`config.mk`:
```
export PLATFORM = sky130hd
export DESIGN_NAME = fpu_issue_scheduler
export DESIGN_NICKNAME = d
export VERILOG_FILES = /design/src/rtl/fpu_issue_scheduler.sv
export SDC_FILE = /design/constraint.sdc
export NUM_CORES = 1
export LEC_CHECK = 0
export ABC_CLOCK_PERIOD_IN_PS = 2040
export BUFFER_PORTS_ARGS = -buffer_cell sky130_fd_sc_hd__buf_4
export CAP_MARGIN = 20
export CELL_PAD_IN_SITES_DETAIL_PLACEMENT = 2
export CELL_PAD_IN_SITES_GLOBAL_PLACEMENT = 2
export CORE_MARGIN = 2
export CORE_UTILIZATION = 30
export CTS_BUF_LIST = sky130_fd_sc_hd__clkbuf_2
export CTS_CLUSTER_DIAMETER = 100
export DETAILED_ROUTE_END_ITERATION = 10
export PLACE_DENSITY = 0.69
export SLEW_MARGIN = 25
export SYNTH_ARGS = -nofsm -noshare
export SYNTH_HDL_FRONTEND = slang
export SYNTH_SLANG_ARGS = --single-unit
```
`constraint.sdc`:
```
create_clock -name clk -period 2.04 [get_ports clk]
set_input_delay 0 -clock clk [delete_from_list [all_inputs] [get_ports clk]]
set_output_delay 0 -clock clk [all_outputs]
set_load 0.01 [all_outputs]
```
`src/rtl/fpu_issue_scheduler.sv`:
```
`default_nettype none
// +--------------------------------------------------------------------------+
// | fpu_issue_scheduler: single-issue FPU dispatch with writeback-port        |
// | reservation and a busy tracker for the shared div/sqrt unit.             |
// | Optional: FPU_SCHED_STATS_EN adds stall_cnt / issue_cnt counters.        |
// | Revision: 1.0                                                            |
// +--------------------------------------------------------------------------+
module fpu_issue_scheduler #(
    parameter int LAT_ADD  = 2,
    parameter int LAT_MUL  = 2,
    parameter int LAT_DIV  = 10,
    parameter int LAT_MISC = 1,
    parameter int TAG_W    = 6
) (
    input  logic             clk,
    input  logic             rst,
    input  logic             flush,
    input  logic             issue_valid,
    input  logic [2:0]       issue_op,
    input  logic [TAG_W-1:0] issue_tag,
    output logic             issue_ready,
    output logic             start_add,
    output logic             sub_sel,
    output logic             start_mul,
    output logic             start_div,
    output logic             sqrt_sel,
    output logic             start_misc,
    output logic [1:0]       misc_sel,
    output logic             wb_valid,
    output logic [TAG_W-1:0] wb_tag,
    output logic             div_busy
`ifdef FPU_SCHED_STATS_EN
    ,
    output logic [31:0]      stall_cnt,
    output logic [31:0]      issue_cnt
`endif
);

    localparam logic [2:0] c_OP_FADD   = 3'd0;
    localparam logic [2:0] c_OP_FSUB   = 3'd1;
    localparam logic [2:0] c_OP_FMUL   = 3'd2;
    localparam logic [2:0] c_OP_FDIV   = 3'd3;
    localparam logic [2:0] c_OP_FSQRT  = 3'd4;
    localparam logic [2:0] c_OP_FFLOOR = 3'd5;
    localparam int         c_DEPTH     = 15;

    typedef enum logic [0:0] {
        ST_IDLE = 1'b0,
        ST_BUSY = 1'b1
    } div_state_t;

    // r_res[k]: writeback port already claimed k cycles from now (bit 0 = this cycle)
    logic [c_DEPTH-1:0] r_res;
    logic [c_DEPTH-1:0] w_res_next;
    logic [TAG_W-1:0]   r_tag      [c_DEPTH];
    logic [TAG_W-1:0]   w_tag_next [c_DEPTH];
    logic [15:0]        w_res_view;
    logic [3:0]         w_lat;
    logic [3:0]         w_slot;
    logic [2:0]         w_misc_diff;
    logic               w_is_add;
    logic               w_is_mul;
    logic               w_is_div;
    logic               w_is_misc;
    logic               w_accept;
    div_state_t         r_state;
    div_state_t         w_state_next;
    logic [3:0]         r_cnt;
    logic [3:0]         w_cnt_next;

    always_comb begin
        w_is_add  = (issue_op == c_OP_FADD) || (issue_op == c_OP_FSUB);
        w_is_mul  = (issue_op == c_OP_FMUL);
        w_is_div  = (issue_op == c_OP_FDIV) || (issue_op == c_OP_FSQRT);
        w_is_misc = (issue_op >= c_OP_FFLOOR);
        w_lat     = 4'(LAT_MISC);
        if (w_is_add) begin
            w_lat = 4'(LAT_ADD);
        end else if (w_is_mul) begin
            w_lat = 4'(LAT_MUL);
        end else if (w_is_div) begin
            w_lat = 4'(LAT_DIV);
        end
    end

    assign w_res_view  = {1'b0, r_res};
    assign issue_ready = !rst && !flush && !w_res_view[w_lat] && !(w_is_div && div_busy);
    assign w_accept    = issue_valid && issue_ready;
    assign w_slot      = w_lat - 4'd1;
    assign w_misc_diff = issue_op - c_OP_FFLOOR;

    assign start_add  = w_accept && w_is_add;
    assign sub_sel    = start_add && (issue_op == c_OP_FSUB);
    assign start_mul  = w_accept && w_is_mul;
    assign start_div  = w_accept && w_is_div;
    assign sqrt_sel   = start_div && (issue_op == c_OP_FSQRT);
    assign start_misc = w_accept && w_is_misc;
    assign misc_sel   = start_misc ? w_misc_diff[1:0] : 2'd0;

    // A flushed op's result may still be in slot 0; suppress it in the flush cycle itself
    assign wb_valid = r_res[0] && !rst && !flush;
    assign wb_tag   = wb_valid ? r_tag[0] : '0;

    always_comb begin
        w_res_next = r_res >> 1;
        for (int k = 0; k < c_DEPTH - 1; k++) begin
            w_tag_next[k] = r_tag[k+1];
        end
        w_tag_next[c_DEPTH-1] = '0;
        if (w_accept) begin
            w_res_next[w_slot] = 1'b1;
            w_tag_next[w_slot] = issue_tag;
        end
    end

    always_ff @(posedge clk) begin
        if (rst || flush) begin
            r_res <= '0;
            for (int k = 0; k < c_DEPTH; k++) begin
                r_tag[k] <= '0;
            end
        end else begin
            r_res <= w_res_next;
            for (int k = 0; k < c_DEPTH; k++) begin
                r_tag[k] <= w_tag_next[k];
            end
        end
    end

    always_ff @(posedge clk) begin
        if (rst || flush) begin
            r_state <= ST_IDLE;
            r_cnt   <= 4'd0;
        end else begin
            r_state <= w_state_next;
            r_cnt   <= w_cnt_next;
        end
    end

    // Leave BUSY as the counter reaches zero so a new div issues at t+LAT_DIV
    always_comb begin
        w_state_next = r_state;
        w_cnt_next   = r_cnt;
        case (r_state)
            ST_IDLE: begin
                if (w_accept && w_is_div) begin
                    w_cnt_next = 4'(LAT_DIV - 1);
                    if (LAT_DIV > 1) begin
                        w_state_next = ST_BUSY;
                    end
                end
            end
            ST_BUSY: begin
                w_cnt_next = r_cnt - 4'd1;
                if (r_cnt <= 4'd1) begin
                    w_state_next = ST_IDLE;
                end
            end
            default: begin
                w_state_next = ST_IDLE;
            end
        endcase
    end

    assign div_busy = (r_state == ST_BUSY);

`ifdef FPU_SCHED_STATS_EN
    logic [31:0] r_stall_cnt;
    logic [31:0] r_issue_cnt;

    always_ff @(posedge clk) begin
        if (rst) begin
            r_stall_cnt <= 32'd0;
            r_issue_cnt <= 32'd0;
        end else begin
            if (issue_valid && !issue_ready && !flush) begin
                r_stall_cnt <= r_stall_cnt + 32'd1;
            end
            if (w_accept) begin
                r_issue_cnt <= r_issue_cnt + 32'd1;
            end
        end
    end

    assign stall_cnt = r_stall_cnt;
    assign issue_cnt = r_issue_cnt;
`endif

endmodule
`default_nettype wire

```
### Word-level counts from Yosys, hierarchy flattened

Memories as Yosys holds them, arrays and structs flattened.
Index checks and enable logic that the tools add are counted.

* register bits: 20
* memory bits (writable): 90
* bits of input ports: 13
* output and inout bits: 17
* word-level logic and storage cells: 100
* memories kept: 1

Memories
* r_tag: words 15, width 6, read ports 15, clocked after memory_dff 0, wr ports 15, RTL line 55 `logic [TAG_W-1:0] r_tag [c_DEPTH];`

* add/sub/neg operators: 3
* magnitude comparators: 7
* equality and inequality tests: 5
* muxes and demuxes: 37
* bitwise gates (word level): 19
* reduce and logical (&&, ||, !) cells: 24

Operators by type and width (number)
* 2-to-1 mux 6 bit: 17
* bitwise mux 90 bit: 1
* 2-to-1 mux 90 bit: 1
* demux 6 bit (select 4 bit): 1
* 2-to-1 mux 4 bit: 4
* logical AND 1 bit: 15
* bitwise OR 1 bit: 15
* bitwise OR 14 x 15 -> 15 bit: 1
* 2-to-1 mux 14 bit: 1
* less-than comparator 4 x 5 -> 1 bit (second input constant): 2
* case mux 4 bit (2 select lines): 1
* subtractor 4 x 1 -> 4 bit (second input constant): 2
* 2-to-1 mux 1 bit: 7
* == test 3 x 2 -> 1 bit (second input constant): 2
* greater-or-equal comparator 5 bit (second input constant): 1
* less-than comparator 5 x 1 -> 1 bit (second input constant): 1
* NOT 4 -> 5 bit: 1
* binary-select mux 1 bit (select 4 bit): 1
* demux 1 bit (select 4 bit): 1
* greater-or-equal comparator 4 x 1 -> 1 bit (second input constant): 1
* <= comparator 4 x 1 -> 1 bit (second input constant): 1
* logical NOT 1 bit: 4
* == test 3 x 1 -> 1 bit (second input constant): 1
* == test 3 bit (second input constant): 1
* 9 further kinds: 12

### Depth between registers and ports, before layout

* depth after elaboration: 14
* mapped depth: 6
* gate-level depth less buffers: 6

### Least setup slack after synthesis

Ideal clock, no wire load.

* path kind: register to register
* start: register r_res[1]
* end: register r_state (netlist: div_busy)
* setup time: 0.059 ns
* arrival: 1.684 ns
* required time: 1.981 ns
* path slack: 0.297 ns
* stages on the path, launching flop included: 5
* path buffers: 0
* clock period less this slack: 1.743 ns
* cell sequence: dfxtp_1 > nor2b_1 > a221o_2 > a2111oi_4 > o221a_2

* longest elaborated chain between the ends: 9

Ends and longest elaborated chain
* from (decl): RTL line 53 `logic [c_DEPTH-1:0] r_res;`
* from (signal assigned): RTL line 123 `r_res <= w_res_next;`
* binary-select mux 1 bit (select 4 bit): RTL line 87 `assign issue_ready = !rst && !flush && !w_res_view[w_lat] && !(w_is_div && div_busy);`
* 2-to-1 mux 1 bit (not written as such): RTL line 87
* logical NOT 1 bit: RTL line 87
* logical AND 1 bit (2 in series): RTL line 87
* logical AND 1 bit: RTL line 88 `assign w_accept = issue_valid && issue_ready;`
* logical AND 1 bit
* named net start_div: RTL line 25 `output logic start_div,`
* 2-to-1 mux 1 bit: RTL line 146 `if (w_accept && w_is_div) begin`
* case mux 1 bit (2 select lines): RTL line 144 `case (r_state)`
* to (signal assigned): RTL line 135 `r_state <= w_state_next;`
* to (decl): RTL line 66 `div_state_t r_state;`

The timed path passes the listed nets, and every way through them passes these cells. The select of a mux whose other input is x is not followed.
A chain may end at the register's enable or synchronous reset.

### Worst setup path in the final report

* start: register r_res[1]
* end: output start_add

* longest elaborated chain between the ends: 7

Ends and longest elaborated chain
* binary-select mux 1 bit (select 4 bit): RTL line 87
* 2-to-1 mux 1 bit (not written as such): RTL line 87
* logical NOT 1 bit: RTL line 87
* logical AND 1 bit (2 in series): RTL line 87
* logical AND 1 bit: RTL line 88
* logical AND 1 bit: RTL line 92 `assign start_add = w_accept && w_is_add;`
* to (decl): RTL line 22 `output logic start_add,`

No other way between the ends. The select of a mux whose other input is x is not followed.

==> results_dict.tcl <==
set metrics [dict create \
    status "finished, violations left" \
    violations "design-rule violations, negative setup slack" \
    ys_top_cells_by_area "dfxtp_1 (62%), and2_1 (14%), mux2i_1 (3.6%)" \
    syn_area_sq_um 3570 \
    clock_latency_ns 0.60 \
    io_pins 30 \
    finalCritPeriodShare_pct 102 \
    cp-endpoint "start_add" \
    drive_gt1_share_pct 21.6 \
    min_path_type "primary input to register" \
    crit_family "compound AO/OA/AOI/OAI gates" \
    vias 2345 \
    diodes 0 \
    r2r.worst_path.cells 7 \
    die_height_um 113 \
    num_rows 39 \
    ys_top_cells_by_count "dfxtp_1 (110), and2_1 (80), nand2_1 (19)" \
    rrSetupSlack_ns 0.05 \
    grt_pass1_vias 2353 \
    grt_max_degree 108 \
    ir_drop_mv 0.379 \
    clock_path_buffers 2 \
    crit_chain "nor2b_4 -> a221oi_2 -> buf_4 -> and4b_2 -> o21a_1 -> buf_4" \
    clock-root-buffer "clkbuf_2" \
    place_congestion 0.773 \
    arrival_ns 2.08 \
    grt_pass1_wl_um 11400 \
    drc 6 \
    power.density_nw_per_um2 789 \
    ant_nets 0 \
    period_minus_slack_ns 2.08 \
    antenna_found_initial 0 \
    synth.most_common_cell "dfxtp_1" \
    worstMarginPinSlew_ns 0.557 \
    final.setup.tns_ns -0.155 \
    grtUsageTotal_pct 11.3 \
    areaGrowthSynthToFinish_pct 23.3 \
    leakage_nw 1.86 \
    synth.ff_latch_count 110 \
    synth_cell_types 39 \
    setup_slack_ns -0.0400 \
    cts-htree-levels 3 \
    drt-total-wl_um 6990 \
    max_freq_ghz 0.481 \
    place_area_sq_um 3990 \
    syn-instance-count 322 \
    rsz0062_at_grt "yes" \
    slowest_delay_ns 0.39 \
    path_buf_inv 2 \
    cp-end-kind "output port" \
    fin_nets 403 \
    dr.first_iter.drc_count 105 \
    initial_core_util_pct 31.0 \
    final-setup-viol-count 5 \
    cp.required_ns 2.04 \
    netlist.area_leader.share_pct 61.6 \
    async_flop_share_pct 0 \
    crit_start "r_res[1]$_SDFF_PP0_" \
    portBuffers 29 \
    finish.utilization_pct 38.3 \
    finalHoldViolCount 0 \
    yosysSeqAreaShare_pct 61.6 \
    finalMaxSlewViolations 0 \
    wire_per_inst_um 13.1 \
    globalRoute.totalOverflow 0 \
    die_x_um 113 \
    yosysTopAreaCell "dfxtp_1" \
    skew_ns 0.0461 \
    max-cap-violations 0 \
    hold-worst-slack_ns 0.134 \
    r2r_start "r_res[1]$_SDFF_PP0_" \
    cts_tree "done" \
    clkTransAtPathRegs_ns 0.27 \
    stdcell_count 532 \
    core_sq_um 11500 \
    place_inst 493 \
    startpoint_type "register" \
    slew-limit-headroom_pct 62.7 \
    cp_max_fo 3 \
    cts_made_buffers 9 \
    synth_edf_count 0 \
    r2r-end "r_tag[0][1]$_SDFF_PP0_" \
    via_per_inst 4.41 \
    worst_path_most_repeated_cell "buf_4" \
    cpMaxStageDelayCell "dfxtp_2" \
    path_depth 6 \
    clkSinkCount 110 \
    avgSynthCellArea_sq_um 11.1 \
    first_pass_iters 8 \
    dp_hpwl_um 4290 \
    critPathKind "register to output port" \
    yosysWarnings 0 \
    dieArea_sq_um 12800 \
    synth_top_flop_cell "dfxtp_1" \
    fin_area_sq_um 4410 \
]
==> cell type report <==
| type | count | area, sq um |
|---|---|---|
| inverter | 7 | 26.3 |
| timing repair buffer | 59 | 510 |
| fill | 1237 | 7110 |
| multi-input combinational | 197 | 1340 |
| tap | 143 | 179 |
| sequential | 110 | 2210 |
| clock buffer | 9 | 45.0 |
| clock inverter | 7 | 95.1 |
==> repair_timing <==
action | CTS | global route
setup buffers | 4 | 5
endpoints found under the hold margin | 103 | 0
endpoints found under the setup margin | 8 | 14
gates resized for setup | 6 | 17
hold buffers | 16 | 0
pin swaps | 6 | 5
==> report_power, final <==
group | internal, mW | switching [mW] | total (mW)
Sequential | 2.18 | 0.00462 | 2.18
Combinational | 0.0830 | 0.107 | 0.190
Clock | 0.410 | 0.696 | 1.11
Total | 2.67 | 0.808 | 3.48
==> cells in the final DEF, fill, tap and decap left out, types with 2 or more instances in the layout <==
master / n
dfxtp_1: 108
and2_1: 78
buf_4: 39
nand2_1: 19
dlygate4sd3_1: 14
mux2i_1: 13
clkbuf_2: 9
and3_1: 8
a21oi_1: 8
inv_1: 7
conb_1: 7
nor2_1: 6
nand3_1: 6
ha_1: 6
o21ai_0: 5
nor3_1: 4
buf_6: 4
o21a_1: 3
nor3_2: 2
and2_4: 2
o21ai_2: 2
a21oi_2: 2
o31a_1: 2
inv_6: 2
clkinv_2: 2
bufinv_16: 2
==> layer usage <==
metal	up-vias	track usage, %	part of all wire (%)
li1	1169	-	-
met1	1128	14.1	47
met5	-	0	0
met3	9	3.91	3.8
met2	39	18.0	48
met4	0	4.63	1.6
==> sequential cells by signal, indices dropped and copies added (netlist names) <==
| name | flops |
|---|---|
| r_cnt | 4 |
| r_res | 15 |
| r_tag | 90 |
| div_busy | 1 |
==> cell families after synthesis <==
group                    after synthesis  share of synthesized area (%)
flip-flops                           110                           61.6
AND/OR/NAND/NOR                      138                           22.7
AO/OA/AOI/OAI                         32                           6.72
buffers and inverters                 21                           2.87
other                                  1                          0.105
multiplexers                          13                           3.64
adder cells (fa/ha/maj)                6                           2.10
XOR/XNOR                               1                          0.245
==> worst min path at each step <==
stage                             from                      to  slack [ns]  cells past startpoint
final                      issue_valid  r_tag[0][2]$_SDFF_PP0_        0.13                      7
after global routing       issue_valid  r_tag[0][2]$_SDFF_PP0_        0.09                      7
after CTS                  issue_valid  r_tag[0][0]$_SDFF_PP0_        0.05                      5
after detailed placement  issue_tag[2]  r_tag[0][2]$_SDFF_PP0_        0.30                      3
after global placement     issue_op[0]             misc_sel[0]        0.29                      3
after floorplan            issue_op[0]             misc_sel[0]        0.05                      1
==> stage by stage <==
step | total power [mW] | setup slack [ns]
final | 3.48 | -0.0400
after global routing | 3.66 | -0.212
after CTS | 3.54 | -0.0686
after detailed placement | 2.38 | 0.0844
after global placement | 2.38 | 0.154
after floorplan | 2.31 | 0.297
==> tightest hold or removal path: cells and delay by family <==
kind	cells	cell delay [ns]
buf+inv	4	0.48
compound gates	2	0.13
simple gates	1	0.08
(Power assumes the default switching activity.)
